## src/rtl/ps2_morse_keyer.sv

```systemverilog
// ps2_morse_keyer
// Turns PS/2 Set-2 make codes (A-Z, 0-9, Space) into Morse on a single key
// line. Characters are decoded, queued in a DEPTH-entry FIFO and keyed out at
// UNIT_CYCLES clock cycles per Morse unit.
//
// Parameters
//   UNIT_CYCLES  clk cycles per Morse unit (dot length), >= 2
//   DEPTH        FIFO entries, power of 2, 2..64
//   TONE_DIV     sidetone half-period in clk cycles (SIDETONE_EN builds only)
//
// Ports
//   clk            in   system clock, rising edge
//   rst_n          in   asynchronous active-low reset
//   ps2_data       in   received scancode byte
//   ps2_data_strb  in   1-cycle strobe, ps2_data valid
//   morse_out      out  key output, 1 = mark
//   busy           out  FSM not idle or FIFO non-empty
//   fifo_count     out  FIFO occupancy 0..DEPTH
//   overflow       out  1-cycle pulse when a valid character is dropped
//   tone_out       out  sidetone square wave during marks
//
// Build option
//   SIDETONE_EN  when defined, a divider generates tone_out while morse_out=1;
//                otherwise tone_out is tied to 0.
//
// FSM states
//   state  | meaning
//   IDLE   | waiting; pops the FIFO when it holds an entry
//   LOAD   | latches the popped entry, picks first element or word gap
//   MARK   | key down for 1 unit (dot) or 3 units (dash)
//   EGAP   | 1-unit gap between elements of one character
//   LGAP   | 3-unit gap after the last element of a character
//   WGAP   | 4-unit gap for Space

module ps2_morse_keyer #(
    parameter int UNIT_CYCLES = 10_000_000,
    parameter int DEPTH       = 8,
    parameter int TONE_DIV    = 10_000
) (
    input  logic                     clk,
    input  logic                     rst_n,
    input  logic [7:0]               ps2_data,
    input  logic                     ps2_data_strb,
    output logic                     morse_out,
    output logic                     busy,
    output logic [$clog2(DEPTH):0]   fifo_count,
    output logic                     overflow,
    output logic                     tone_out
);

    localparam int AW = $clog2(DEPTH);
    localparam int TW = $clog2(4 * UNIT_CYCLES);

    localparam logic [TW-1:0] T1        = TW'(UNIT_CYCLES - 1);
    localparam logic [TW-1:0] T3        = TW'(3 * UNIT_CYCLES - 1);
    localparam logic [TW-1:0] T4        = TW'(4 * UNIT_CYCLES - 1);
    localparam logic [TW-1:0] TIMER_ONE = TW'(1);
    localparam logic [AW:0]   CNT_ONE   = (AW + 1)'(1);
    localparam logic [AW:0]   CNT_FULL  = (AW + 1)'(DEPTH);
    localparam logic [AW-1:0] PTR_ONE   = AW'(1);

    typedef enum logic [2:0] {
        S_IDLE,
        S_LOAD,
        S_MARK,
        S_EGAP,
        S_LGAP,
        S_WGAP
    } state_e;

    // Returns {hit, len[2:0], pat[4:0]}; pat[len-1] is keyed first, 1 = dash.
    function automatic logic [8:0] lookup(input logic [7:0] code);
        logic [8:0] r;
        r = 9'b0;
        case (code)
            8'h1C: r = {1'b1, 3'd2, 5'b00001}; // A
            8'h32: r = {1'b1, 3'd4, 5'b01000}; // B
            8'h21: r = {1'b1, 3'd4, 5'b01010}; // C
            8'h23: r = {1'b1, 3'd3, 5'b00100}; // D
            8'h24: r = {1'b1, 3'd1, 5'b00000}; // E
            8'h2B: r = {1'b1, 3'd4, 5'b00010}; // F
            8'h34: r = {1'b1, 3'd3, 5'b00110}; // G
            8'h33: r = {1'b1, 3'd4, 5'b00000}; // H
            8'h43: r = {1'b1, 3'd2, 5'b00000}; // I
            8'h3B: r = {1'b1, 3'd4, 5'b00111}; // J
            8'h42: r = {1'b1, 3'd3, 5'b00101}; // K
            8'h4B: r = {1'b1, 3'd4, 5'b00100}; // L
            8'h3A: r = {1'b1, 3'd2, 5'b00011}; // M
            8'h31: r = {1'b1, 3'd2, 5'b00010}; // N
            8'h44: r = {1'b1, 3'd3, 5'b00111}; // O
            8'h4D: r = {1'b1, 3'd4, 5'b00110}; // P
            8'h15: r = {1'b1, 3'd4, 5'b01101}; // Q
            8'h2D: r = {1'b1, 3'd3, 5'b00010}; // R
            8'h1B: r = {1'b1, 3'd3, 5'b00000}; // S
            8'h2C: r = {1'b1, 3'd1, 5'b00001}; // T
            8'h3C: r = {1'b1, 3'd3, 5'b00001}; // U
            8'h2A: r = {1'b1, 3'd4, 5'b00001}; // V
            8'h1D: r = {1'b1, 3'd3, 5'b00011}; // W
            8'h22: r = {1'b1, 3'd4, 5'b01001}; // X
            8'h35: r = {1'b1, 3'd4, 5'b01011}; // Y
            8'h1A: r = {1'b1, 3'd4, 5'b01100}; // Z
            8'h45: r = {1'b1, 3'd5, 5'b11111}; // 0
            8'h16: r = {1'b1, 3'd5, 5'b01111}; // 1
            8'h1E: r = {1'b1, 3'd5, 5'b00111}; // 2
            8'h26: r = {1'b1, 3'd5, 5'b00011}; // 3
            8'h25: r = {1'b1, 3'd5, 5'b00001}; // 4
            8'h2E: r = {1'b1, 3'd5, 5'b00000}; // 5
            8'h36: r = {1'b1, 3'd5, 5'b10000}; // 6
            8'h3D: r = {1'b1, 3'd5, 5'b11000}; // 7
            8'h3E: r = {1'b1, 3'd5, 5'b11100}; // 8
            8'h46: r = {1'b1, 3'd5, 5'b11110}; // 9
            8'h29: r = {1'b1, 3'd0, 5'b00000}; // Space
            default: r = 9'b0;
        endcase
        return r;
    endfunction

    function automatic logic pat_bit(input logic [4:0] pat, input logic [2:0] idx);
        logic [4:0] sh;
        sh = pat >> idx;
        return sh[0];
    endfunction

    // ---------------- decode stage ----------------
    logic       prefix_q;
    logic       dec_valid_q;
    logic [7:0] dec_entry_q;
    logic [8:0] lk;

    assign lk = lookup(ps2_data);

    always_ff @(posedge clk or negedge rst_n) begin
        if (!rst_n) begin
            prefix_q    <= 1'b0;
            dec_valid_q <= 1'b0;
            dec_entry_q <= 8'h00;
        end else begin
            dec_valid_q <= 1'b0;
            if (ps2_data_strb) begin
                if (prefix_q) begin
                    // byte following F0/E0 is a break or extended code
                    prefix_q <= 1'b0;
                end else if (ps2_data == 8'hF0 || ps2_data == 8'hE0) begin
                    prefix_q <= 1'b1;
                end else begin
                    dec_valid_q <= lk[8];
                    dec_entry_q <= lk[7:0];
                end
            end
        end
    end

    // ---------------- FIFO ----------------
    state_e        state_q, state_d;
    logic [7:0]    mem_q [DEPTH];
    logic [AW-1:0] wr_ptr_q, rd_ptr_q;
    logic [AW:0]   count_q, count_d;
    logic [7:0]    rd_data_q;
    logic          pop, full, wr_ok, ovf_d;

    assign pop   = (state_q == S_IDLE) && (count_q != '0);
    assign full  = (count_q == CNT_FULL);
    // a pop in the same cycle frees a slot, so a full FIFO still accepts
    assign wr_ok = dec_valid_q && (!full || pop);
    assign ovf_d = dec_valid_q && full && !pop;

    always_comb begin
        count_d = count_q;
        if (wr_ok && !pop) begin
            count_d = count_q + CNT_ONE;
        end else if (!wr_ok && pop) begin
            count_d = count_q - CNT_ONE;
        end
    end

    always_ff @(posedge clk) begin
        if (wr_ok) begin
            mem_q[wr_ptr_q] <= dec_entry_q;
        end
    end

    always_ff @(posedge clk or negedge rst_n) begin
        if (!rst_n) begin
            wr_ptr_q  <= '0;
            rd_ptr_q  <= '0;
            count_q   <= '0;
            rd_data_q <= 8'h00;
            overflow  <= 1'b0;
        end else begin
            count_q  <= count_d;
            overflow <= ovf_d;
            if (wr_ok) begin
                wr_ptr_q <= wr_ptr_q + PTR_ONE;
            end
            if (pop) begin
                rd_ptr_q  <= rd_ptr_q + PTR_ONE;
                rd_data_q <= mem_q[rd_ptr_q];
            end
        end
    end

    assign fifo_count = count_q;

    // ---------------- keying FSM ----------------
    logic [TW-1:0] timer_q, timer_d;
    logic [2:0]    idx_q, idx_d;
    logic [4:0]    pat_q, pat_d;
    logic [2:0]    ld_len;

    assign ld_len = rd_data_q[7:5];

    always_comb begin
        state_d = state_q;
        timer_d = timer_q;
        idx_d   = idx_q;
        pat_d   = pat_q;
        case (state_q)
            S_IDLE: begin
                if (pop) begin
                    state_d = S_LOAD;
                end
            end
            S_LOAD: begin
                pat_d = rd_data_q[4:0];
                if (ld_len == 3'd0) begin
                    state_d = S_WGAP;
                    timer_d = T4;
                end else begin
                    state_d = S_MARK;
                    idx_d   = ld_len - 3'd1;
                    timer_d = pat_bit(rd_data_q[4:0], ld_len - 3'd1) ? T3 : T1;
                end
            end
            S_MARK: begin
                if (timer_q == '0) begin
                    if (idx_q == 3'd0) begin
                        state_d = S_LGAP;
                        timer_d = T3;
                    end else begin
                        state_d = S_EGAP;
                        timer_d = T1;
                        idx_d   = idx_q - 3'd1;
                    end
                end else begin
                    timer_d = timer_q - TIMER_ONE;
                end
            end
            S_EGAP: begin
                if (timer_q == '0) begin
                    state_d = S_MARK;
                    timer_d = pat_bit(pat_q, idx_q) ? T3 : T1;
                end else begin
                    timer_d = timer_q - TIMER_ONE;
                end
            end
            S_LGAP, S_WGAP: begin
                if (timer_q == '0) begin
                    state_d = S_IDLE;
                end else begin
                    timer_d = timer_q - TIMER_ONE;
                end
            end
            default: begin
                state_d = S_IDLE;
            end
        endcase
    end

    always_ff @(posedge clk or negedge rst_n) begin
        if (!rst_n) begin
            state_q   <= S_IDLE;
            timer_q   <= '0;
            idx_q     <= 3'd0;
            pat_q     <= 5'd0;
            morse_out <= 1'b0;
            busy      <= 1'b0;
        end else begin
            state_q   <= state_d;
            timer_q   <= timer_d;
            idx_q     <= idx_d;
            pat_q     <= pat_d;
            morse_out <= (state_q == S_MARK);
            busy      <= (state_q != S_IDLE) || (count_q != '0);
        end
    end

    // ---------------- sidetone ----------------
`ifdef SIDETONE_EN
    localparam int DW = (TONE_DIV > 1) ? $clog2(TONE_DIV) : 1;
    localparam logic [DW-1:0] DIV_LAST = DW'(TONE_DIV - 1);
    localparam logic [DW-1:0] DIV_ONE  = DW'(1);

    logic [DW-1:0] tdiv_q;
    logic          tone_q;

    always_ff @(posedge clk or negedge rst_n) begin
        if (!rst_n) begin
            tdiv_q <= '0;
            tone_q <= 1'b0;
        end else if (!morse_out) begin
            tdiv_q <= '0;
            tone_q <= 1'b0;
        end else if (tdiv_q == DIV_LAST) begin
            tdiv_q <= '0;
            tone_q <= ~tone_q;
        end else begin
            tdiv_q <= tdiv_q + DIV_ONE;
        end
    end

    // gating with morse_out forces silence in the first gap cycle
    assign tone_out = tone_q & morse_out;
`else
    // no divider; the expression is constant 0 for any legal TONE_DIV
    assign tone_out = (TONE_DIV < 0);
`endif

endmodule

```

## config.mk

```make
export PLATFORM = sky130hd
export DESIGN_NAME = ps2_morse_keyer
export DESIGN_NICKNAME = d
export VERILOG_FILES = /design/src/rtl/ps2_morse_keyer.sv
export SDC_FILE = /design/constraint.sdc
export NUM_CORES = 1
export LEC_CHECK = 0
export CAP_MARGIN = 10
export CORE_MARGIN = 10
export CORE_UTILIZATION = 45
export CTS_CLUSTER_SIZE = 28
export DETAILED_ROUTE_END_ITERATION = 8
export DONT_BUFFER_PORTS = 1
export GPL_ROUTABILITY_DRIVEN = 0
export SLEW_MARGIN = 10
export SYNTH_ARGS = -nofsm -noshare
export SYNTH_HDL_FRONTEND = slang
export SYNTH_SLANG_ARGS = --single-unit
```

## constraint.sdc

```tcl
create_clock -name clk -period 4.3 [get_ports clk]
set_input_delay 0.86 -clock clk [delete_from_list [all_inputs] [get_ports clk]]
set_output_delay 0.86 -clock clk [all_outputs]
set_load 0.01 [all_outputs]
```

Word-level counts from Yosys, hierarchy flattened
Memory sizes are Yosys's and may differ from the RTL's. A register that Yosys moved wholly into a read port is not among the register bits.
Index checks and enable logic that the tools add are counted.
Widths: inputs -> output; s select.
{ "classes": {"addsub": 7, "n_mul": 0, "div_mod_pow": 0, "n_lt_le_gt_ge": 0, "n_eq_ne": 15, "shifts": 2, "muxes": 29, "bitwise_logic": 2, "n_reduce_logical": 27} }
{ "op_table": {"columns": ["cell", "count"], "rows": [
  ["$mux 26", 4],
  ["$pmux 26 s4", 1],
  ["$mux 25", 3],
  ["$mux 3", 9],
  ["$logic_not 26->1", 1],
  ["$sub 26x1->26 const B", 1],
  ["$eq 8x8->1 const B", 2],
  ["$pmux 3 s5", 1],
  ["$ne 2x2->1 const B", 7],
  ["$shr 5x3->1", 2],
  ["$logic_not 3->1", 3],
  ["$mux 9", 1],
  ["$mux 4", 2],
  ["$reduce_and 4->1", 2],
  ["$reduce_bool 4->1", 2],
  ["$mux 1", 7],
  ["$add 3x1->3 const B", 2],
  ["$eq 3x2->1 const B", 2],
  ["$eq 3x3->1 const B", 2],
  ["$logic_and 1x1->1", 6],
  ["$pmux 3 s2", 1],
  ["$sub 3x1->3 const B", 2],
  ["$add 4x1->4 const B", 1],
  ["$eq 4x4->1 const B", 1],
  ["other kinds (10)", 17]
]} }
{ "totals": {"regBits": 60, "latch_bits": 0, "ramBits": 64, "rom_bits": 1152, "inputBits": 11, "memories": 2} }
{ "mem_list": {"columns": ["memory", "words", "width", "read_ports", "rd_clocked_by_memory_dff", "wr", "line", "text"], "rows": [
  ["(name not given)", 128, 9, 1, 0, 0, "75", "case (code)"],
  ["mem_q", 8, 8, 1, 1, 1, "155", "logic [7:0] mem_q [DEPTH];"]
]} }

Longest topological paths before layout
Gate-level depths: netlist of run 1.
{ "depth": {"word_depth": 8, "depth_mapped": 13, "depth_no_buf": 12} }

Least setup slack after synthesis of run 1
OpenSTA, ideal clock, no wires.
{ "synth_timing": {"path_kind": "register to register", "start": "register state_q[1]", "end": "register count_q[3] (netlist: fifo_count[3])", "setup_time_ns": 0.128, "arrival_time_ns": 2.630, "slack_ns": 1.543, "stages_incl_launch_ff": 14, "n_path_buf": 2, "path_cell_list": "dfrtp_1 -> clkbuf_1 -> or3_1 -> nor2_1 -> clkbuf_1 -> inv_1 -> ha_1 -> inv_1 -> ha_1 -> a21o_1 -> a21oi_1 -> xnor2_1 -> nor2_1 -> xor2_1"} }
{ "synth_between": {"elab_chain_len": 7, "word_cells_on_any_way": 10, "cone_classes": "1 x mux; 9 x reduce/logical"} }
{ "synth_lines": {"columns": ["element", "line", "text"], "rows": [
  ["start: declaration", "154", "state_e state_q, state_d;"],
  ["start signal: assignment", "278", "state_q <= state_d;"],
  ["$logic_not 3->1 *", "161", "assign pop = (state_q == S_IDLE) && (count_q != '0);"],
  ["$logic_and 1x1->1 *", "161", null],
  ["$logic_or 1x1->1", "164", "assign wr_ok = dec_valid_q && (!full || pop);"],
  ["$logic_and 1x1->1", "164", null],
  ["$logic_not 1->1", "171", "end else if (!wr_ok && pop) begin"],
  ["$logic_and 1x1->1", "171", null],
  ["$reduce_bool 2->1 (no line)", null, null],
  ["end signal: assignment", "190", "count_q <= count_d;"],
  ["end: declaration", "157", "logic [AW:0] count_q, count_d;"]
]} }
Mark *: on every way between the ends. The rest lies on a longest branch, timed or not.
A chain may end at the register's enable or synchronous reset.

Worst setup path in the final report of run 1
{ "layout_timing": {"start": "register state_q[2]", "end": "register count_q[3] (netlist: fifo_count[3])"} }
{ "layout_between": {"elab_chain_len": 7, "word_cells_on_any_way": 10, "cone_classes": "1 x mux; 9 x reduce/logical"} }
{ "layout_lines": {"columns": ["element", "line", "text"], "rows": [
  ["$logic_not 3->1 *", "161", null],
  ["$logic_and 1x1->1 *", "161", null],
  ["$logic_or 1x1->1 *", "164", null],
  ["$logic_and 1x1->1 *", "164", null],
  ["net wr_ok", "159", "logic pop, full, wr_ok, ovf_d;"],
  ["$logic_not 1->1", "171", null],
  ["$logic_and 1x1->1", "171", null],
  ["$reduce_bool 2->1 (no line)", null, null]
]} }
The timed path passes the listed nets; every way through them passes the cells marked *.

==> results of run 1 <==
[synthesized netlist by cell type, drive strengths merged (17+ instances only)]
cell type	number	area [µm²]
dfrtp	68	1700
nand2	59	224
mux4	17	383
a21oi	46	230
ha	17	213
mux2i	17	170
edfxtp	64	1920
nor3	19	95.1
nor2	51	206
clkbuf	27	103
o21ai	39	195
inv	23	86.3
[worst max-delay path, delay by kind of cell, from the launching register on]
| kind | cells | cell delay [ns] |
|---|---|---|
| adder cells (fa/ha/maj) | 2 | 0.50 |
| AND/OR/NAND/NOR | 4 | 0.91 |
| buffers and inverters | 2 | 0.28 |
| AO/OA/AOI/OAI | 2 | 0.35 |
| flip-flops | 1 | 0.62 |
| XOR/XNOR | 2 | 0.29 |
[state kept, by name, indices dropped and copies added, names as in the netlist]
name / flops
overflow: 1
fifo_count: 4
morse_out: 1
state_q: 3
rd_ptr_q: 3
dec_entry_q: 8
wr_ptr_q: 3
rd_data_q: 8
pat_q: 5
prefix_q: 1
dec_valid_q: 1
idx_q: 3
timer_q: 26
busy: 1
mem_q: 64
[path summary, 6_finish.rpt]
path / startpoint / end / slack, ns / depth (start not counted)
worst max-delay path: state_q[2] / fifo_count[3] / 1.23 / 12
worst min-delay path: rst_n / timer_q[8] / 0.13 / 0
worst max register to register: state_q[2] / fifo_count[3] / 1.23 / 12
worst min register to register: pat_q[4] / pat_q[4] / 0.51 / 1
max in group asynchronous: rst_n / pat_q[1] / 4.05 / 0
min in group clk: pat_q[4] / pat_q[4] / 0.51 / 1
[stage by stage]
step           setup WS, ns  power [mW]  area (µm²)  utilization [%]  hold slack (ns)
3_3_place_gp           1.40        3.08        7210             47.2            0.471
3_5_place_dp           1.28        3.12        7210             47.2            0.496
5_1_grt               0.953        4.83        7800             51.1            0.111
2_1_floorplan          1.54        2.83        7050                -            0.448
6_report               1.23        4.57        7800             51.1            0.129
4_1_cts                1.26        4.60        7800             51.1            0.115
[layer usage]
layer	vias to the layer above	routed length, µm
li1	2435	-
met1	2615	7170
met2	177	8190
met3	20	865
met4	0	259
met5	-	0
[power by group through the flow]
stage               sequential, mW  clock, mW  combinational (mW)
detailed placement            2.03          0                1.09
global route                  2.06       1.55                1.23
floorplan                     1.81          0                1.02
global placement              2.02          0                1.06
CTS                           2.01       1.49                1.10
finish                        2.01       1.46                1.10
[cell families after synthesis]
family / share of synthesized area, %
xor+xnor: 1.37
flops: 51.4
mux: 9.29
fa+ha+maj: 3.30
other cells: 0.0532
compound gates: 16.0
buf+inv: 3.52
simple gates: 15.0
[cell type report]
cell class | count | area, µm² | area share (%)
Multi-Input combinational cell | 455 | 3180 | 40.8
Timing Repair Buffer | 7 | 52.6 | 0.673
Clock buffer | 17 | 425 | 5.45
Clock inverter | 15 | 171 | 2.20
Sequential cell | 132 | 3620 | 46.4
Tap cell | 211 | 264 | 3.38
Inverter | 23 | 86.3 | 1.11
==> impl_metrics.toml, run 1 <==
[synthesis]
syn_area_mm2 = 0.00705
synth_fp_nets = 678
synthArstFlopShare_pct = 51.5
synth.distinct_cells = 67
ys_seq_elements = 132
synth_edf_count = 64
ys_seq_area_share_pct = 51.4
avgSynthCellArea_um2 = 10.9
syn_inst = 649
synth_ff_type = "dfrtp_1"
ys_warn_count = 0

[grt]
use_met3_pct = 4.07
met1_usage_pct = 19.4
grt_max_degree = 69
grtUsageMet2_pct = 26.0
grt_pass1_vias = 5086
grt_usage_pct = 15.6
grt_pass1_wl_mm = 27.0
overflow = 0
antenna_found_initial = 0
grt-busiest-layer = "met2"

[place]
dp_hpwl_mm = 11.2
io_buffers = 0
placed_cells = 828

[finish]
final_cell_mix = "dfrtp_1, edfxtp_1, nand2_1"
syn2layout_area_growth_pct = 10.8
fillCellCount = 1338
fin_nets = 665
layout-drive-gt1-share_pct = 12.0
n_antenna_cell = 0
final_cells = 860
final_common_cell = "dfrtp_1"

[sta]
hold_viol = 0
max-slew-margin-rel_pct = 24.2
tns_ns = 0
timing.final.crit_share_pct = 71.4
skew_ns = 0.00829
rsz0062_at_grt = "false"
finalSetupViolations = 0
worstMarginPinSlew_ns = 1.13
maxSlewViolCount = 0
max_freq_mhz = 326
period_needed_ns = 3.07

[die]
rows = 45
die_y_um = 145
dieArea_mm2 = 0.0211
core_mm2 = 0.0153
chipWidth_um = 145
initial_core_util_pct = 46.2
io_pins = 19

[clock_tree]
clockRootBuffer = "clkbuf_16"
cts_tree = "done"
clock_latency_ns = 0.42
clkSinkCount = 132
cts_hold_buf = 0
clk_pin_slew_ns = 0.06
cts_buffers = 17
ctsResizeCount = 0
htreeDepth = 4
cts.path.max_buffers = 2
cts_setup_buffers = 0

[critical_path]
crit_path_start_kind = "flop"
crit_required_ns = 4.59
crit_path_end_kind = "flop"
cpPeakStageDelay_ns = 0.62
crit_chain = "or3_1 > nand3_1 > nand2_1 > inv_1 > ha_1 > inv_1 > ha_1 > a21o_1 > a21oi_1 > xnor2_1 > nor2_1 > xor2_1"
cp_max_fo = 22
criticalPathCategory = "flop to flop"
arrival_ns = 3.36
crit_path_top_delay_cell = "dfrtp_1"

[route]
drtPass1Iterations = 6
initialDrtViolationCount = 668
wl_mm = 16.5
drc = 0
drtAntennaViolNets = 0
vias_per_cell = 6.10
num_vias = 5247
wl_per_cell_um = 19.2

[run]
cap_violations = 0

[pwr]
power.density_mw_per_mm2 = 586
switchingPower_mw = 1.55
seqPwrFrac_pct = 43.9
swShare_pct = 34.0
p_leak_nw = 2.93
ir_worst_vdd_mv = 0.360
p_int_mw = 3.02
combPwrFrac_pct = 24.1
power.clock.fraction_pct = 32.0

[run_status]
status = "completed"

[worst_hold_path]
hold_class = "primary input to asynchronous set/reset pin"
(Power assumes the default switching activity.)
==> run 2: changes to the inputs <==
- clock period: 4.3 -> 2.6 ns (I/O delays scaled with it)
==> impl_metrics.toml, run 2 (synthesized netlist as in run 1, its figures left out) <==
[critical_path]
r2r_cells = 12
reg2reg_slack_ns = 0.16
crit_top_cell = "inv_2"
criticalPathCategory = "flop to flop"
timing.rr.start = "state_q[1]"
crit_path_start_kind = "flop"
arrival_ns = 2.73
cpPeakStageDelay_ns = 0.43
reg2reg_to = "fifo_count[3]"
cp_max_fo = 5
crit_chain = "or3_4 > nand3_2 > nand2_1 > inv_2 > ha_2 > inv_2 > ha_1 > a21o_1 > a21oi_2 > xnor2_1 > nor2_1 > xor2_1"
crit_required_ns = 2.89
cpLargestDelayFamily = "simple AND/OR/NAND/NOR gates"
crit_path_top_delay_cell = "or3_4"
path_buf_inv = 2
crit_path_end_kind = "flop"

[finish]
layout-drive-gt1-share_pct = 17.3
n_antenna_cell = 0
final_common_cell = "dfrtp_1"
final_cell_mix = "dfrtp_1, edfxtp_1, nand2_1"
final_cell_area_mm2 = 0.00811
final_cells = 892
largest_register_ffs = 64
syn2layout_area_growth_pct = 15.1
fin_nets = 697
regMostFlops = "mem_q"
fillCellCount = 1304
reg_top3 = "mem_q: 64 flops, timer_q: 26 flops"

[pwr]
p_leak_nw = 3.10
swShare_pct = 33.8
combPwrFrac_pct = 26.9
power.density_mw_per_mm2 = 950
ir_worst_vdd_mv = 0.536
seqPwrFrac_pct = 41.2
switchingPower_mw = 2.61
finalPower_mw = 7.71
power.clock.fraction_pct = 31.9
p_int_mw = 5.10

[grt]
grt_pass1_wl_mm = 27.4
antenna_found_initial = 0
grt_usage_pct = 15.9
overflow = 0
grt_max_degree = 69
grt_pass1_vias = 5186

[run]
cap_violations = 0

[die]
rows = 45
io_pins = 19
chipWidth_um = 145
initial_core_util_pct = 46.2
die_y_um = 145
dieArea_mm2 = 0.0211
core_mm2 = 0.0153

[sta]
max_freq_mhz = 410
finalSetupViolations = 0
worstMarginPinSlew_ns = 0.800
rsz0062_at_grt = "false"
max-slew-margin-rel_pct = 46.7
skew_ns = 0.0154
tns_ns = 0
maxSlewViolCount = 0
fin_ws_ns = 0.163
hold_viol = 0
period_needed_ns = 2.44
timing.final.crit_share_pct = 93.7

[clock_tree]
cts.path.max_buffers = 2
htreeDepth = 4
clkSinkCount = 132
clockRootBuffer = "clkbuf_16"
cts_buffers = 17
cts_tree = "done"
clk_pin_slew_ns = 0.06
clock_latency_ns = 0.42

[place]
placed_cells = 857
io_buffers = 0
place_ws_ns = 0.0309
place_area_mm2 = 0.00744
dp_hpwl_mm = 11.4

[route]
vias_per_cell = 5.89
wl_per_cell_um = 18.4
initialDrtViolationCount = 412
drtAntennaViolNets = 0
num_vias = 5254
drtPass1Iterations = 5
drc = 0
wl_mm = 16.4

[worst_hold_path]
min_to = "dec_entry_q[6]"
hold_path_startpoint = "ps2_data[7]"
hold_class = "primary input to flop"
whs_path_depth = 1

[run_status]
status = "completed"
==> run 2: changes by cell type in the layout (fill, tap and decap cells not counted), moves of 2 or more <==
cell | previous run | this run
buf_4 | 7 | 36
inv_6 | 3 | 7
inv_2 | 0 | 2
inv_1 | 23 | 21
clkinv_4 | 3 | 1
==> run 2: layout make-up <==
class | count | area [µm²] | area share, %
Clock buffer | 17 | 425 | 5.24
Tap cell | 211 | 264 | 3.25
Inverter | 23 | 86.3 | 1.06
Multi-Input combinational cell | 455 | 3210 | 39.5
Sequential cell | 132 | 3620 | 44.7
Timing Repair Buffer | 39 | 328 | 4.04
Clock inverter | 15 | 180 | 2.22
==> run 2: power by group through the flow <==
stage	Combinational, mW	Sequential, mW	Clock [mW]
2_1_floorplan	1.69	2.99	0
3_3_place_gp	1.96	3.19	0
3_5_place_dp	2.04	3.21	0
4_1_cts	2.08	3.17	2.51
5_1_grt	2.33	3.26	2.62
6_report	2.08	3.17	2.46
==> run 2: worst max path at each step <==
stage	from	endpoint	slack [ns]	cells after the start
floorplan	state_q[1]	fifo_count[3]	0.02	13
global placement	timer_q[11]	timer_q[20]	0.14	6
finish	state_q[1]	fifo_count[3]	0.16	12
global route	state_q[2]	fifo_count[3]	0.03	12
CTS	state_q[1]	fifo_count[3]	0.07	12
detailed placement	state_q[1]	fifo_count[3]	0.03	12
==> run 2: stage by stage <==
stage,hold WS [ns],util [%]
global route,0.171,53.2
CTS,0.169,53.0
detailed placement,0.228,48.8
floorplan,0.224,-
finish,0.191,53.2
global placement,0.227,48.8
==> run 2: worst reg2reg max path: cells and delay by family, from the launching register on <==
kind,cells,cell delay [ns]
buffers and inverters,2,0.13
AO/OA/AOI/OAI,2,0.35
adder cells (fa/ha/maj),2,0.50
flip-flops,1,0.37
AND/OR/NAND/NOR,4,0.70
XOR/XNOR,2,0.26
==> run 2: what timing repair did <==
action	4_1_cts	5_1_grt
gates resized for setup	0	6
endpoints found under the setup margin	1	5
gates cloned	0	0
endpoints found under the hold margin	68	0
pin swaps	0	1
setup buffers	1	0
hold buffers	2	0
==> run 2: per-layer routing <==
layer	global-route usage, %	vias up	share of wire (%)
li1	-	2487	-
met1	19.9	2601	43
met4	5.92	0	1.6
met3	4.28	19	5.4
met5	0	-	0
met2	25.9	147	50
==> run 3: changes to the inputs <==
- SLEW_MARGIN: 10 -> 20
==> results of run 3 <==
The final DEF is identical to that of run 2; final timing and power are the same.
